### config.mk
export PLATFORM = sky130hd
export DESIGN_NAME = pim_serial_alu
export DESIGN_NICKNAME = d
export VERILOG_FILES = /design/src/rtl/pim_alu_pkg.sv /design/src/rtl/pim_shift_add_mul.sv /design/src/rtl/pim_serial_alu.sv
export SDC_FILE = /design/constraint.sdc
export NUM_CORES = 1
export LEC_CHECK = 0
export ABC_AREA = 1
export CAP_MARGIN = 0
export CORE_MARGIN = 1.5
export CORE_UTILIZATION = 35
export CTS_CLUSTER_SIZE = 10
export DETAILED_ROUTE_END_ITERATION = 16
export GPL_TIMING_DRIVEN = 1
export HOLD_SLACK_MARGIN = 0.12
export PLACE_DENSITY = 0.61
export SETUP_SLACK_MARGIN = 0.5
export SYNTH_ARGS = -nofsm -noshare
export SYNTH_HDL_FRONTEND = slang
export SYNTH_HIERARCHICAL = 1
export SYNTH_SLANG_ARGS = --single-unit
export TNS_END_PERCENT = 50
### constraint.sdc
create_clock -name clk -period 2.3 [get_ports clk]
set_input_delay 0.46 -clock clk [delete_from_list [all_inputs] [get_ports clk]]
set_output_delay 0.46 -clock clk [all_outputs]
set_load 0.03 [all_outputs]
### src/rtl/pim_alu_pkg.sv
// Shared opcode and FSM definitions for the PIM compute blocks.
// Also holds the dispatch rule that picks the first state after a request is accepted.
package pim_alu_pkg;

    typedef enum logic [2:0] {
        OP_NOP     = 3'd0,
        OP_ADD     = 3'd1,
        OP_SUB     = 3'd2,
        OP_MUL     = 3'd3,
        OP_AND     = 3'd4,
        OP_OR      = 3'd5,
        OP_XOR     = 3'd6,
        OP_ILLEGAL = 3'd7
    } alu_op_e;

    typedef enum logic [1:0] {
        ST_IDLE,
        ST_ADDSUB,
        ST_MUL,
        ST_FIN
    } alu_state_e;

    // Arithmetic ops need serial compute cycles; everything else finishes immediately.
    function automatic alu_state_e dispatch_state(input alu_op_e o);
        case (o)
            OP_ADD, OP_SUB: dispatch_state = ST_ADDSUB;
            OP_MUL:         dispatch_state = ST_MUL;
            default:        dispatch_state = ST_FIN;
        endcase
    endfunction

    function automatic logic op_is_err(input alu_op_e o);
        op_is_err = (o == OP_NOP) || (o == OP_ILLEGAL);
    endfunction

endpackage

### src/rtl/pim_shift_add_mul.sv
// Unsigned N x N shift-add multiplier. It handles one multiplier bit per cycle and takes N cycles in total.
// The first partial product is folded into the load, so the product is complete after N edges.
module pim_shift_add_mul
    import pim_alu_pkg::*;
#(
    parameter int N = 8
) (
    input  logic           clk,
    input  logic           rst,
    input  logic           start,
    input  logic [N-1:0]   a,
    input  logic [N-1:0]   b,
    output logic [2*N-1:0] product,
    output logic           done
);

    localparam int CNT_W = $clog2(N + 1);

    logic [2*N-1:0] acc_q;
    logic [2*N-1:0] mcand_q;
    logic [N-1:0]   mplier_q;
    logic [CNT_W-1:0] cnt_q;
    logic           running_q;

    // running_q drops the cycle after done so a stale done never leaks into a later request.
    always_ff @(posedge clk or negedge rst) begin
        if (!rst) begin
            acc_q     <= '0;
            mcand_q   <= '0;
            mplier_q  <= '0;
            cnt_q     <= '0;
            running_q <= 1'b0;
        end else if (start) begin
            acc_q     <= b[0] ? {{N{1'b0}}, a} : '0;
            mcand_q   <= {{(N-1){1'b0}}, a, 1'b0};
            mplier_q  <= b >> 1;
            cnt_q     <= CNT_W'(1);
            running_q <= 1'b1;
        end else if (running_q && (cnt_q != CNT_W'(N))) begin
            if (mplier_q[0])
                acc_q <= acc_q + mcand_q;
            mcand_q  <= mcand_q << 1;
            mplier_q <= mplier_q >> 1;
            cnt_q    <= cnt_q + 1'b1;
        end else if (running_q) begin
            running_q <= 1'b0;
        end
    end

    assign product = acc_q;
    assign done    = running_q && (cnt_q == CNT_W'(N));

endmodule

### src/rtl/pim_serial_alu.sv
// Serial PIM ALU. ADD and SUB use a bit-serial adder with the LSB first. MUL uses a shift-add on the low halves.
// The logic ops, NOP and the illegal opcode all complete straight into FIN.
module pim_serial_alu
    import pim_alu_pkg::*;
#(
    parameter int W    = 16,
    parameter int ID_W = 5
) (
    input  logic            clk,
    input  logic            rst,
    input  logic            start,
    input  logic [2:0]      op,
    input  logic [W-1:0]    a,
    input  logic [W-1:0]    b,
    input  logic [ID_W-1:0] id,
    output logic            busy,
    output logic            done,
    output logic [W-1:0]    result,
    output logic [ID_W-1:0] result_id,
    output logic            flag,
    output logic            err
);

    localparam int N     = W / 2;
    localparam int CNT_W = $clog2(W);

    alu_state_e state_q, state_d;
    alu_op_e    op_in, op_q;

    logic            accept;
    logic            mul_start;
    logic            mul_done;
    logic [W-1:0]    mul_product;
    logic [W-1:0]    a_q, b_q, sum_q, sum_next;
    logic [W-1:0]    logic_result;
    logic [ID_W-1:0] id_q;
    logic [CNT_W-1:0] cnt_q;
    logic            carry_q, carry_next, bit_b, bit_s;
    logic            addsub_last;

    assign op_in     = alu_op_e'(op);
    assign accept    = start && ((state_q == ST_IDLE) || (state_q == ST_FIN));
    assign mul_start = accept && (op_in == OP_MUL);

    always_ff @(posedge clk or negedge rst) begin
        if (!rst)
            state_q <= ST_IDLE;
        else
            state_q <= state_d;
    end

    // FIN behaves like IDLE for acceptance, which gives back-to-back requests with no bubble.
    always_comb begin
        state_d = state_q;
        case (state_q)
            ST_IDLE, ST_FIN: state_d = accept ? dispatch_state(op_in) : ST_IDLE;
            ST_ADDSUB:       if (addsub_last) state_d = ST_FIN;
            ST_MUL:          if (mul_done) state_d = ST_FIN;
            default:         state_d = ST_IDLE;
        endcase
    end

    always_comb begin
        busy = 1'b0;
        done = 1'b0;
        case (state_q)
            ST_ADDSUB, ST_MUL: busy = 1'b1;
            ST_FIN:            done = 1'b1;
            default:           ;
        endcase
    end

    // SUB is computed as a + ~b + 1, so the serial carry starts at 1 and b is inverted bit by bit.
    assign bit_b       = (op_q == OP_SUB) ? ~b_q[0] : b_q[0];
    assign bit_s       = a_q[0] ^ bit_b ^ carry_q;
    assign carry_next  = (a_q[0] & bit_b) | (a_q[0] & carry_q) | (bit_b & carry_q);
    assign sum_next    = {bit_s, sum_q[W-1:1]};
    assign addsub_last = (state_q == ST_ADDSUB) && (cnt_q == CNT_W'(W - 1));

    always_ff @(posedge clk or negedge rst) begin
        if (!rst) begin
            a_q     <= '0;
            b_q     <= '0;
            sum_q   <= '0;
            id_q    <= '0;
            op_q    <= OP_NOP;
            carry_q <= 1'b0;
            cnt_q   <= '0;
        end else if (accept) begin
            a_q     <= a;
            b_q     <= b;
            sum_q   <= '0;
            id_q    <= id;
            op_q    <= op_in;
            carry_q <= (op_in == OP_SUB);
            cnt_q   <= '0;
        end else if (state_q == ST_ADDSUB) begin
            a_q     <= a_q >> 1;
            b_q     <= b_q >> 1;
            sum_q   <= sum_next;
            carry_q <= carry_next;
            cnt_q   <= cnt_q + 1'b1;
        end
    end

    always_comb begin
        case (op_in)
            OP_AND:  logic_result = a & b;
            OP_OR:   logic_result = a | b;
            OP_XOR:  logic_result = a ^ b;
            default: logic_result = '0;
        endcase
    end

    // Visible results change only on the edge that enters FIN and are held until the next such edge.
    always_ff @(posedge clk or negedge rst) begin
        if (!rst) begin
            result    <= '0;
            result_id <= '0;
            flag      <= 1'b0;
            err       <= 1'b0;
        end else if (accept && (dispatch_state(op_in) == ST_FIN)) begin
            result    <= logic_result;
            result_id <= id;
            flag      <= 1'b0;
            err       <= op_is_err(op_in);
        end else if (addsub_last) begin
            result    <= sum_next;
            result_id <= id_q;
            flag      <= (op_q == OP_SUB) ? ~carry_next : carry_next;
            err       <= 1'b0;
        end else if ((state_q == ST_MUL) && mul_done) begin
            result    <= mul_product;
            result_id <= id_q;
            flag      <= 1'b0;
            err       <= 1'b0;
        end
    end

    pim_shift_add_mul #(
        .N(N)
    ) u_mul (
        .clk     (clk),
        .rst     (rst),
        .start   (mul_start),
        .a       (a[N-1:0]),
        .b       (b[N-1:0]),
        .product (mul_product),
        .done    (mul_done)
    );

endmodule

# After elaboration in Yosys (flattened, before gate mapping)
# Index checks and enable logic that the tools add are counted.
# totals
latch_bits,0
mem_count,0
ram_bits,0
regBits,131
rom_bits,0
in_bits,43
out_inout_bits,25
# op_classes
n_mul,0
div,0
addsub,3
bitwise_logic,12
muxes,43
n_lt_le_gt_ge,0
reduce_logical,20
shifts,0
eq_ne,18
# ops
op,count
$mux W16,14
$pmux W16 S3,1
$mux W8,3
$add A16 B16 Y16,1
$and A16 B16 Y16,1
$mux W4,4
$or A16 B16 Y16,1
$xor A16 B16 Y16,1
$mux W5,3
$mux W1,13
$eq A3 B3 Y1 const B,4
$eq A3 B2 Y1 const B,3
$add A4 B1 Y4 const B,2
$eq A4 B4 Y1 const B,2
$logic_and A1 B1 Y1,7
$eq A2 B2 Y1 const B,3
$mux W2,3
$ne A2 B2 Y1 const B,3
$pmux W2 S3,1
$reduce_bool A2 Y1,3
$reduce_or A2 Y1,3
$ne A4 B4 Y1 const B,1
$pmux W2 S2,1
$reduce_and A2 Y1,2
other kinds (10),16

# Longest topological paths before layout
# Gate-level depths: netlist of run 1.
# logic_depth
depth_word,9
depth_mapped,13
ltp_nobuf,12

# Cells and area by module
# Netlist of run 1, hierarchy kept.
# modules_own_cells
module,n_inst,seq_area_each_um2,area_per_inst_um2,cells_each
pim_serial_alu,1,2127.0,5315.1,699
pim_shift_add_mul,1,1076.0,2786.4,372

# Least setup slack after synthesis of run 1
# No wires, ideal clock.
# synth_timing
path_kind,reg2reg
start,register state_q[0]
end,"register u_mul.acc_q[7], in the netlist u_mul/product[7]"
period_less_slack_ns,2.177
arrival_ns,2.104
required_ns,2.227
setup_slack_ns,0.123
stages_incl_launch_ff,14
path_cell_list,dfrtp_1 inv_1 ha_1 nand2_2 buf_2 clkbuf_1 nor2_1 buf_6 nor2_8 inv_1 nand2_4 buf_6 a31oi_4 a21oi_2
# synth_via
elab_chain_len,6
# synth_lines
element,line,text
"start, declared",pim_serial_alu.sv:27,"alu_state_e state_q, state_d;"
"start signal, assigned",pim_serial_alu.sv:49,state_q <= state_d;
$eq A2 B2 Y1 or $logic_not A2 Y1 (tied branches),pim_serial_alu.sv:42,assign accept = start && ((state_q == ST_IDLE) || (state_q == ST_FIN));
$logic_or A1 B1 Y1 (*),pim_serial_alu.sv:42,
$logic_and A1 B1 Y1 (*),pim_serial_alu.sv:42,
$logic_and A1 B1 Y1 (*),pim_serial_alu.sv:43,assign mul_start = accept && (op_in == OP_MUL);
net mul_start,pim_serial_alu.sv:31,logic mul_start;
$reduce_bool A2 Y1 (no line),--,
$reduce_and A2 Y1 (no line),--,
"end signal, assigned",pim_shift_add_mul.sv:34,"acc_q <= b[0] ? {{N{1'b0}}, a} : '0;"
"end signal, assigned",pim_shift_add_mul.sv:41,acc_q <= acc_q + mcand_q;
"end, declared",pim_shift_add_mul.sv:19,logic [2*N-1:0] acc_q;
# Mark *: on every way through the listed nets, which the timed path passes. The rest lies on a longest branch.
# A chain may end at the register's enable or synchronous reset.

# Final worst setup path of run 1
# layout_timing
start,register op_q[1]
end,register result[15]
# layout_via
elab_chain_len,6
# layout_lines
element,line,text
"start, declared",pim_serial_alu.sv:28,"alu_op_e op_in, op_q;"
"start signal, assigned",pim_serial_alu.sv:94,op_q <= op_in;
$eq A3 B2 Y1,pim_serial_alu.sv:74,assign bit_b = (op_q == OP_SUB) ? ~b_q[0] : b_q[0];
$mux W1,pim_serial_alu.sv:74,
$xor A1 B1 Y1 (2 in a row),pim_serial_alu.sv:75,assign bit_s = a_q[0] ^ bit_b ^ carry_q;
$mux W16,pim_serial_alu.sv:127,end else if (addsub_last) begin
$mux W16,pim_serial_alu.sv:122,end else if (accept && (dispatch_state(op_in) == ST_FIN)) begin
"end signal, assigned",pim_serial_alu.sv:123,result <= logic_result;
"end signal, assigned",pim_serial_alu.sv:128,result <= sum_next;
"end signal, assigned",pim_serial_alu.sv:133,result <= mul_product;
"end, declared",pim_serial_alu.sv:18,"output logic [W-1:0] result,"
# No other way between the ends.

==> results of run 1 <==
[worst min path at each step]
stage	startpoint	to	slack (ns)
after detailed placement	result[10]	result[10]	0.46
after floorplan	rst	a_q[0]	0.16
after global routing	op[2]	err	0.44
final	op[2]	err	0.45
after CTS	op[2]	err	0.43
after global placement	rst	b_q[10]	0.47
[critical path: stages, from the launching register on]
cell,delay (ns)
dfrtp_1,0.34
inv_1,0.05
nor2_2,0.14
nand2_2,0.09
xor2_2,0.15
fa_1,0.52
inv_1,0.05
nand3_1,0.07
nand2_1,0.09
nand2_1,0.07
nand2_1,0.06
nand2_1,0.06
nand2_1,0.05
[cell type report]
type                       count  area [µm²]
sequential                   128        3200
timing repair buffer         132        1300
fill                        2258       12500
inverter                     165         637
clock inverter                15         170
clock buffer                  17         425
tap                          285         357
multi-input combinational    726        4090
[power breakdown]
group	switching, mW	internal, mW
registers	0.698	3.32
clock network	1.13	1.63
logic	4.49	2.85
total	6.32	7.81
[through the flow]
| step | worst slack [ns] | power, mW |
|---|---|---|
| 3_3_place_gp | 0.0289 | 10.9 |
| 6_report | 0.453 | 14.1 |
| 2_1_floorplan | 0.397 | 8.92 |
| 3_5_place_dp | -0.000757 | 11.0 |
| 4_1_cts | 0.335 | 13.7 |
| 5_1_grt | 0.383 | 15.3 |
[cell families (layout without fill, tap and decap cells)]
kind of cell	after synthesis	after routing	synth area share (%)
adders and majority gates	56	56	8.83
xor gates and xnor gates	3	3	0.324
DFF	128	128	39.5
buffers and inverters	217	329	12.0
AOI/OAI and AO/OA	175	175	12.2
and+or+nand+nor	492	492	27.1
[cell usage after synthesis (2+ instances only)]
| cell type | instances | area share (%) |
|---|---|---|
| nand2_2 | 2 | 0.15 |
| buf_6 | 9 | 1.3 |
| o21ai_1 | 65 | 4.0 |
| dfrtp_1 | 128 | 40 |
| a31oi_1 | 10 | 0.77 |
| nor3_1 | 3 | 0.19 |
| nand2_4 | 5 | 0.69 |
| a21oi_1 | 23 | 1.4 |
| o221ai_1 | 6 | 0.65 |
| a22oi_1 | 6 | 0.56 |
| o22ai_1 | 12 | 0.93 |
| nor2_8 | 3 | 0.74 |
| xor2_1 | 3 | 0.32 |
| o21ai_0 | 43 | 2.7 |
| buf_8 | 2 | 0.37 |
| buf_2 | 21 | 1.3 |
| buf_4 | 7 | 0.65 |
| inv_2 | 11 | 0.51 |
| clkbuf_1 | 10 | 0.46 |
| nand4_1 | 38 | 2.9 |
| nand2_1 | 286 | 13 |
| o211ai_1 | 2 | 0.19 |
| nand3b_1 | 2 | 0.19 |
| inv_1 | 153 | 7.1 |
| fa_1 | 2 | 0.49 |
| ha_1 | 54 | 8.3 |
| buf_1 | 2 | 0.093 |
| nor2_1 | 65 | 3.0 |
| nand3_1 | 82 | 5.1 |
| o21ai_2 | 2 | 0.22 |
[sequential cells by signal, indices dropped and copies added (netlist names)]
name	flops
u_mul/product	16
result	16
u_mul/mplier_q	7
flag	1
op_q	3
id_q	5
sum_q	15
u_mul/cnt_q	4
carry_q	1
u_mul/mcand_q	15
b_q	16
result_id	5
err	1
state_q	2
cnt_q	4
a_q	16
u_mul/running_q	1
[per-layer routing]
metal	vias to the layer above	part of all wire (%)	track usage [%]
li1	3680	-	-
met1	3523	49	27.6
met2	179	45	30.0
met3	23	4.0	2.81
met4	0	1.9	6.87
met5	-	0	0
[timing repair]
action                                 in CTS  in global routing
endpoints found under the hold margin      81                  0
hold buffers                                1                  0
setup endpoints to repair                  53                 86
gates cloned                                0                  3
pin swaps                                   0                  6
resized for setup                          32                 33
buffers inserted                            2                  9
==> impl_summary.log, run 1 <==
[metrics] number of antenna violations at the first check in global routing: 0
[metrics] data arrival at the endpoint of the critical path: 2.17 ns
[metrics] number of placement rows: 55
[metrics] register-to-register setup slack: 0.45 ns
[metrics] Syn-to-layout area delta: 25.7%
[metrics] most common cell after layout, fill and taps aside: nand2_1
[metrics] Final Hold Fails: 0
[metrics] portion of the post-synthesis area used by sequential elements: 39.5%
[metrics] fmax: 542 MHz
[metrics] total die area: 24100 µm²
[metrics] Critical Path Start Type: register
[metrics] floorplan core area: 22700 µm²
[metrics] global route overflow: 0
[metrics] number of buffers created by CTS: 17
[metrics] required time at the worst-slack endpoint: 2.63 ns
[metrics] total via count in the routed design: 7405
[metrics] via count of the first global-routing pass: 6920
[metrics] capturing element of the worst setup path: result[15]
[metrics] synthesized area per cell: 7.56 µm²
[metrics] clock root buffer: clkbuf_16
[metrics] Maximum Capacitance Violations: 0
[metrics] launch point of the worst reg-to-reg path: op_q[1]
[metrics] NumNets Final: 1269
[metrics] cell area after synthesis: 8100 µm²
[metrics] static leakage: 5.32 nW
[metrics] # setup viols final: 0
[metrics] DR vias/cell: 5.04
[metrics] total of warnings raised by yosys: 6
[metrics] max-slew violation count: 0
[metrics] Setup Total Neg Slack: 0 ns
[metrics] aggregate routed wire length: 22700 µm
[metrics] Least-Margin Pin Slew: 0.484 ns
[metrics] Placement Cell Area: 9310 µm²
[metrics] buffers from clock root to sink, at most: 2
[metrics] worst r2r path cells: 12
[metrics] DR iter-0 viols: 534
[metrics] clock latency reported for the late side of the worst-skew pair: 0.43 ns
[metrics] number of distinct standard cells referenced by the synthesized netlist: 44
[metrics] first-pass GRT wire length: 36500 µm
[metrics] Antenna Violating Nets Remaining: 0
[metrics] cell count after synthesis: 1071
[metrics] total half-perimeter wirelength after legalization and detailed placement: 16500 µm
[metrics] #FFs+latches synth: 128
[metrics] largest clock skew in the final design: 0.0107 ns
[metrics] count of input and output buffers: 67
[metrics] fin crit period: 1.85 ns
[metrics] RSZ-0062 raised after global routing: true
[metrics] share of layout cells above drive strength 1: 13.4%
[metrics] launch point of the critical path: op_q[1]
[metrics] final antenna diode count: 0
[metrics] crit path kind: reg2reg
[metrics] final worst-path cycle share: 80.3%
[metrics] most frequent cells in the layout: 284 x nand2_1, 149 x inv_1, 127 x dfrtp_1
[metrics] Chip Width: 155 µm
[metrics] worst reg2reg endpoint: result[15]
[metrics] Syn Nets: 1170
[metrics] CTS tree: done
[metrics] number of remaining DRC errors: 0
[metrics] Die Y-Extent: 155 µm
[metrics] Pwr per Cell Area: 1390 nW/µm²
[metrics] total global routing track utilization: 19.4%
[metrics] Routed WL per cell: 15.5 µm
[metrics] detailed-routing iteration count for the pre-antenna-repair pass: 5
[metrics] design area: 10200 µm²
[metrics] GP Congestion: 0.835
[metrics] type of the worst min-delay path: in2reg
[metrics] clock input transition at the sequential cells of the worst setup and hold paths: 0.07 ns
[metrics] fraction of registers with async set or reset after synthesis: 100%
[metrics] Worst setup EP type: register
[metrics] critical path fanouts, max: 2
[metrics] effective utilization at floorplan: 35.7%
[metrics] most instantiated flip-flop cell in the synthesis netlist: dfrtp_1
[metrics] number of cells after detailed placement: 1421
[metrics] worst slack on hold paths: 0.446 ns
[metrics] Top Ports: 68
[metrics] CTS Sinks: 128
[metrics] Post-synth EDFFs: 0
[metrics] largest net degree at the start of global routing: 84
[metrics] post-layout utilization of the core: 44.8%
[metrics] post-route insts no fill: 1468
[metrics] worst slew slack as a fraction of its limit: 67.7%
[metrics] highest ir drop seen on vdd: 0.657 mV
[metrics] depth of the CTS H-tree: 4
[metrics] Min-Delay Path Depth: 4
[metrics] status: finished clean
Power figures use the tool's default switching activity.
==> run 2, diff against run 1 <==
- PLACE_DENSITY: 0.61 -> 0.59
- clock period: 2.3 -> 1.85 ns (I/O delays scaled with it)
==> run 2 against run 1 <==
Against the previous run:
- the flow now finishes with violations (negative setup slack)
- via count increased by 7.4%
- sequential share of layout area fell by 5.0 points
- flip-flop and latch count unchanged
- count of clock-buffer cells in the layout increased by 7
- critical path type unchanged
- largest power group unchanged
==> impl_summary.log, run 2 (synthesis results as in run 1) <==
[metrics] status: finished, violations left
[metrics] failing checks: negative setup slack
[metrics] Worst Setup Slack post-DPL: -0.464 ns (-0.464 ns)
[metrics] static leakage: 6.08 nW (+14%)
[metrics] NumNets Final: 1350 (+6.4%)
[metrics] largest net degree at the start of global routing: 53 (-37%)
[metrics] count of input and output buffers: 67 (unchanged)
[metrics] highest ir drop seen on vdd: 0.800 mV (+22%)
[metrics] final antenna diode count: 0 (unchanged)
[metrics] worst slew slack as a fraction of its limit: 75.0% (+7.2 points)
[metrics] via count of the first global-routing pass: 7320 (+5.8%)
[metrics] aggregate routed wire length: 25900 µm (+14%)
[metrics] effective utilization at floorplan: 35.7% (unchanged)
[metrics] crit path kind: reg2reg
[metrics] total via count in the routed design: 7956 (+7.4%)
[metrics] most common cell after layout, fill and taps aside: nand2_1
[metrics] Clk network pwr share: 15.7% (-3.9 points)
[metrics] Antenna Violating Nets Remaining: 0 (unchanged)
[metrics] DR iter-0 viols: 660 (+24%)
[metrics] min setup slack post-route: -0.0277 ns (-0.481 ns)
[metrics] combinational cell fraction of total power: 61.0% (+9.0 points)
[metrics] RSZ-0062 raised after global routing: true
[metrics] depth of the CTS H-tree: 4 (unchanged)
[metrics] # setup viols final: 2 (+2)
[metrics] launch point of the critical path: state_q[1]
[metrics] Maximum Capacitance Violations: 0 (unchanged)
[metrics] type of the worst min-delay path: in2async
[metrics] DR vias/cell: 5.15 (+2.0%)
[metrics] Pwr per Cell Area: 1800 nW/µm² (+30%)
[metrics] number of cells after detailed placement: 1461 (+2.8%)
[metrics] worst reg2reg endpoint: u_mul/product[5]
[metrics] Final Hold Fails: 0 (unchanged)
[metrics] max-slew violation count: 0 (unchanged)
[metrics] switching power as a share of total power: 43.4% (-1.4 points)
[metrics] fmax: 533 MHz (-1.7%)
[metrics] Least-Margin Pin Slew: 0.376 ns (-0.108 ns)
[metrics] total global routing track utilization: 20.9% (+1.5 points)
[metrics] required time at the worst-slack endpoint: 2.15 ns (-0.48 ns)
[metrics] Critical Path Start Type: register
[metrics] critical path fanouts, max: 6 (+4)
[metrics] fin crit period: 1.88 ns (+0.0311 ns)
[metrics] post-route insts no fill: 1546 (+5.3%)
[metrics] Critical Path Most Common Cell: nand2_8
[metrics] number of remaining DRC errors: 0 (unchanged)
[metrics] launch point of the worst reg-to-reg path: state_q[1]
[metrics] share of total power in sequential cells: 23.4% (-5.1 points)
[metrics] number of buffers and inverters on the critical path: 3 (+1)
[metrics] final worst-path cycle share: 101% (+21 points)
[metrics] cell internal pwr: 12.4 mW (+58%)
[metrics] CTS tree: done
[metrics] detailed-routing iteration count for the pre-antenna-repair pass: 7 (+2)
[metrics] CTS Sinks: 128 (unchanged)
[metrics] total half-perimeter wirelength after legalization and detailed placement: 16800 µm (+2.1%)
[metrics] clock latency reported for the late side of the worst-skew pair: 0.42 ns (about the same)
[metrics] buffers from clock root to sink, at most: 2 (unchanged)
[metrics] cell-by-cell listing of the critical path: ha_4, nand2_8, nor2_4, buf_12, inv_12, nand2_8, buf_12, nand2_8, a31oi_1, a21oi_1
[metrics] post-layout utilization of the core: 53.4% (+8.6 points)
[metrics] first-pass GRT wire length: 38900 µm (+6.3%)
[metrics] number of buffers created by CTS: 17 (unchanged)
[metrics] data arrival at the endpoint of the critical path: 2.18 ns (about the same)
[metrics] Worst setup EP type: register
[metrics] total die area: 24100 µm² (unchanged)
[metrics] global route overflow: 0 (unchanged)
[metrics] Top Ports: 68 (unchanged)
[metrics] Chip Width: 155 µm (unchanged)
[metrics] number of placement rows: 55 (unchanged)
[metrics] Top delay family on crit path: flip-flops
[metrics] floorplan core area: 22700 µm² (unchanged)
[metrics] switching power: 9.47 mW (+50%)
[metrics] most frequent cells in the layout: 247 x nand2_1, 143 x inv_1, 125 x dfrtp_1
[metrics] Syn-to-layout area delta: 49.6%
[metrics] number of antenna violations at the first check in global routing: 1 (+1)
[metrics] share of layout cells above drive strength 1: 30.7% (+17 points)
[metrics] clock input transition at the sequential cells of the worst setup and hold paths: 0.06 ns (about the same)
[metrics] clock root buffer: clkbuf_16
[metrics] Die Y-Extent: 155 µm (unchanged)
[metrics] GP Congestion: 0.884 (+5.9%)
[metrics] Routed WL per cell: 16.7 µm (+8.1%)
[metrics] Max stage delay on crit path: 0.43 ns (-0.09 ns)
[metrics] largest clock skew in the final design: 0.0112 ns (+0.000451 ns)
[metrics] filler cell count: 2028 (-10%)
[metrics] worst r2r path cells: 10 (-2)
[metrics] register-to-register setup slack: -0.03 ns (-0.48 ns)
[metrics] cell with the largest stage delay on the worst path: dfrtp_1
[run 2: cell types whose count changed in the layout (fill, tap and decap cells not counted), sizes merged]
| cell | before | now |
|---|---|---|
| dlymetal6s2s | 2 | 0 |
| nand2 | 293 | 294 |
| clkbuf | 19 | 33 |
| clkinvlp | 0 | 2 |
| clkinv | 4 | 3 |
| inv | 174 | 165 |
| dlygate4sd2 | 23 | 1 |
| nor2 | 70 | 72 |
| buf | 65 | 158 |
[run 2: area by class of cell]
type	instances	area, µm²	area share (%)
timing repair inverter	2	17.5	0.145
sequential	128	3210	26.5
clock inverter	5	77.6	0.640
clock buffer	24	512	4.22
tap	285	357	2.94
inverter	165	679	5.60
timing repair buffer	208	2430	20.1
multi-input combinational	729	4840	39.9
[run 2: metrics by stage]
stage          cell area, µm²  hold WS [ns]  power, mW  setup TNS (ns)
6_report                12100         0.403       21.8         -0.0291
5_1_grt                 12100         0.429       23.2          -0.770
4_1_cts                 11000         0.419       18.9               0
3_5_place_dp             9720         0.279       14.1          -23.70
3_3_place_gp             9720         0.274       14.0          -22.32
2_1_floorplan            8280        0.0744       11.2         -0.0378
[run 2: per-layer routing]
metal | up-vias | track usage [%] | share of wire [%]
li1 | 3862 | - | -
met1 | 3824 | 28.9 | 45
met2 | 226 | 33.1 | 48
met3 | 42 | 3.65 | 5.2
met4 | 2 | 6.78 | 2.1
met5 | - | 0 | 0.050
[run 2: repair_timing]
item	in CTS	in global routing
endpoints found under the hold margin	27	0
buffers inserted	20	15
endpoints found under the setup margin	153	151
gates resized for setup	227	204
gates cloned	10	10
pin swaps	36	80
hold buffers	1	0
[run 2: worst max path at each step]
stage	end	slack (ns)	cells after the start
4_1_cts	result[15]	0.07	11
6_report	u_mul/product[5]	-0.03	10
2_1_floorplan	u_mul/product[7]	-0.04	12
3_3_place_gp	u_mul/product[12]	-0.45	12
5_1_grt	result[15]	-0.11	12
3_5_place_dp	u_mul/product[12]	-0.46	12
[run 2: power groups by stage]
| stage | logic (mW) | clock network [mW] | registers, mW |
|---|---|---|---|
| 3_3_place_gp | 9.05 | 0 | 4.94 |
| 2_1_floorplan | 6.02 | 0 | 5.16 |
| 3_5_place_dp | 9.16 | 0 | 4.96 |
| 5_1_grt | 14.4 | 3.59 | 5.24 |
| 6_report | 13.3 | 3.43 | 5.10 |
| 4_1_cts | 10.5 | 3.47 | 5.00 |
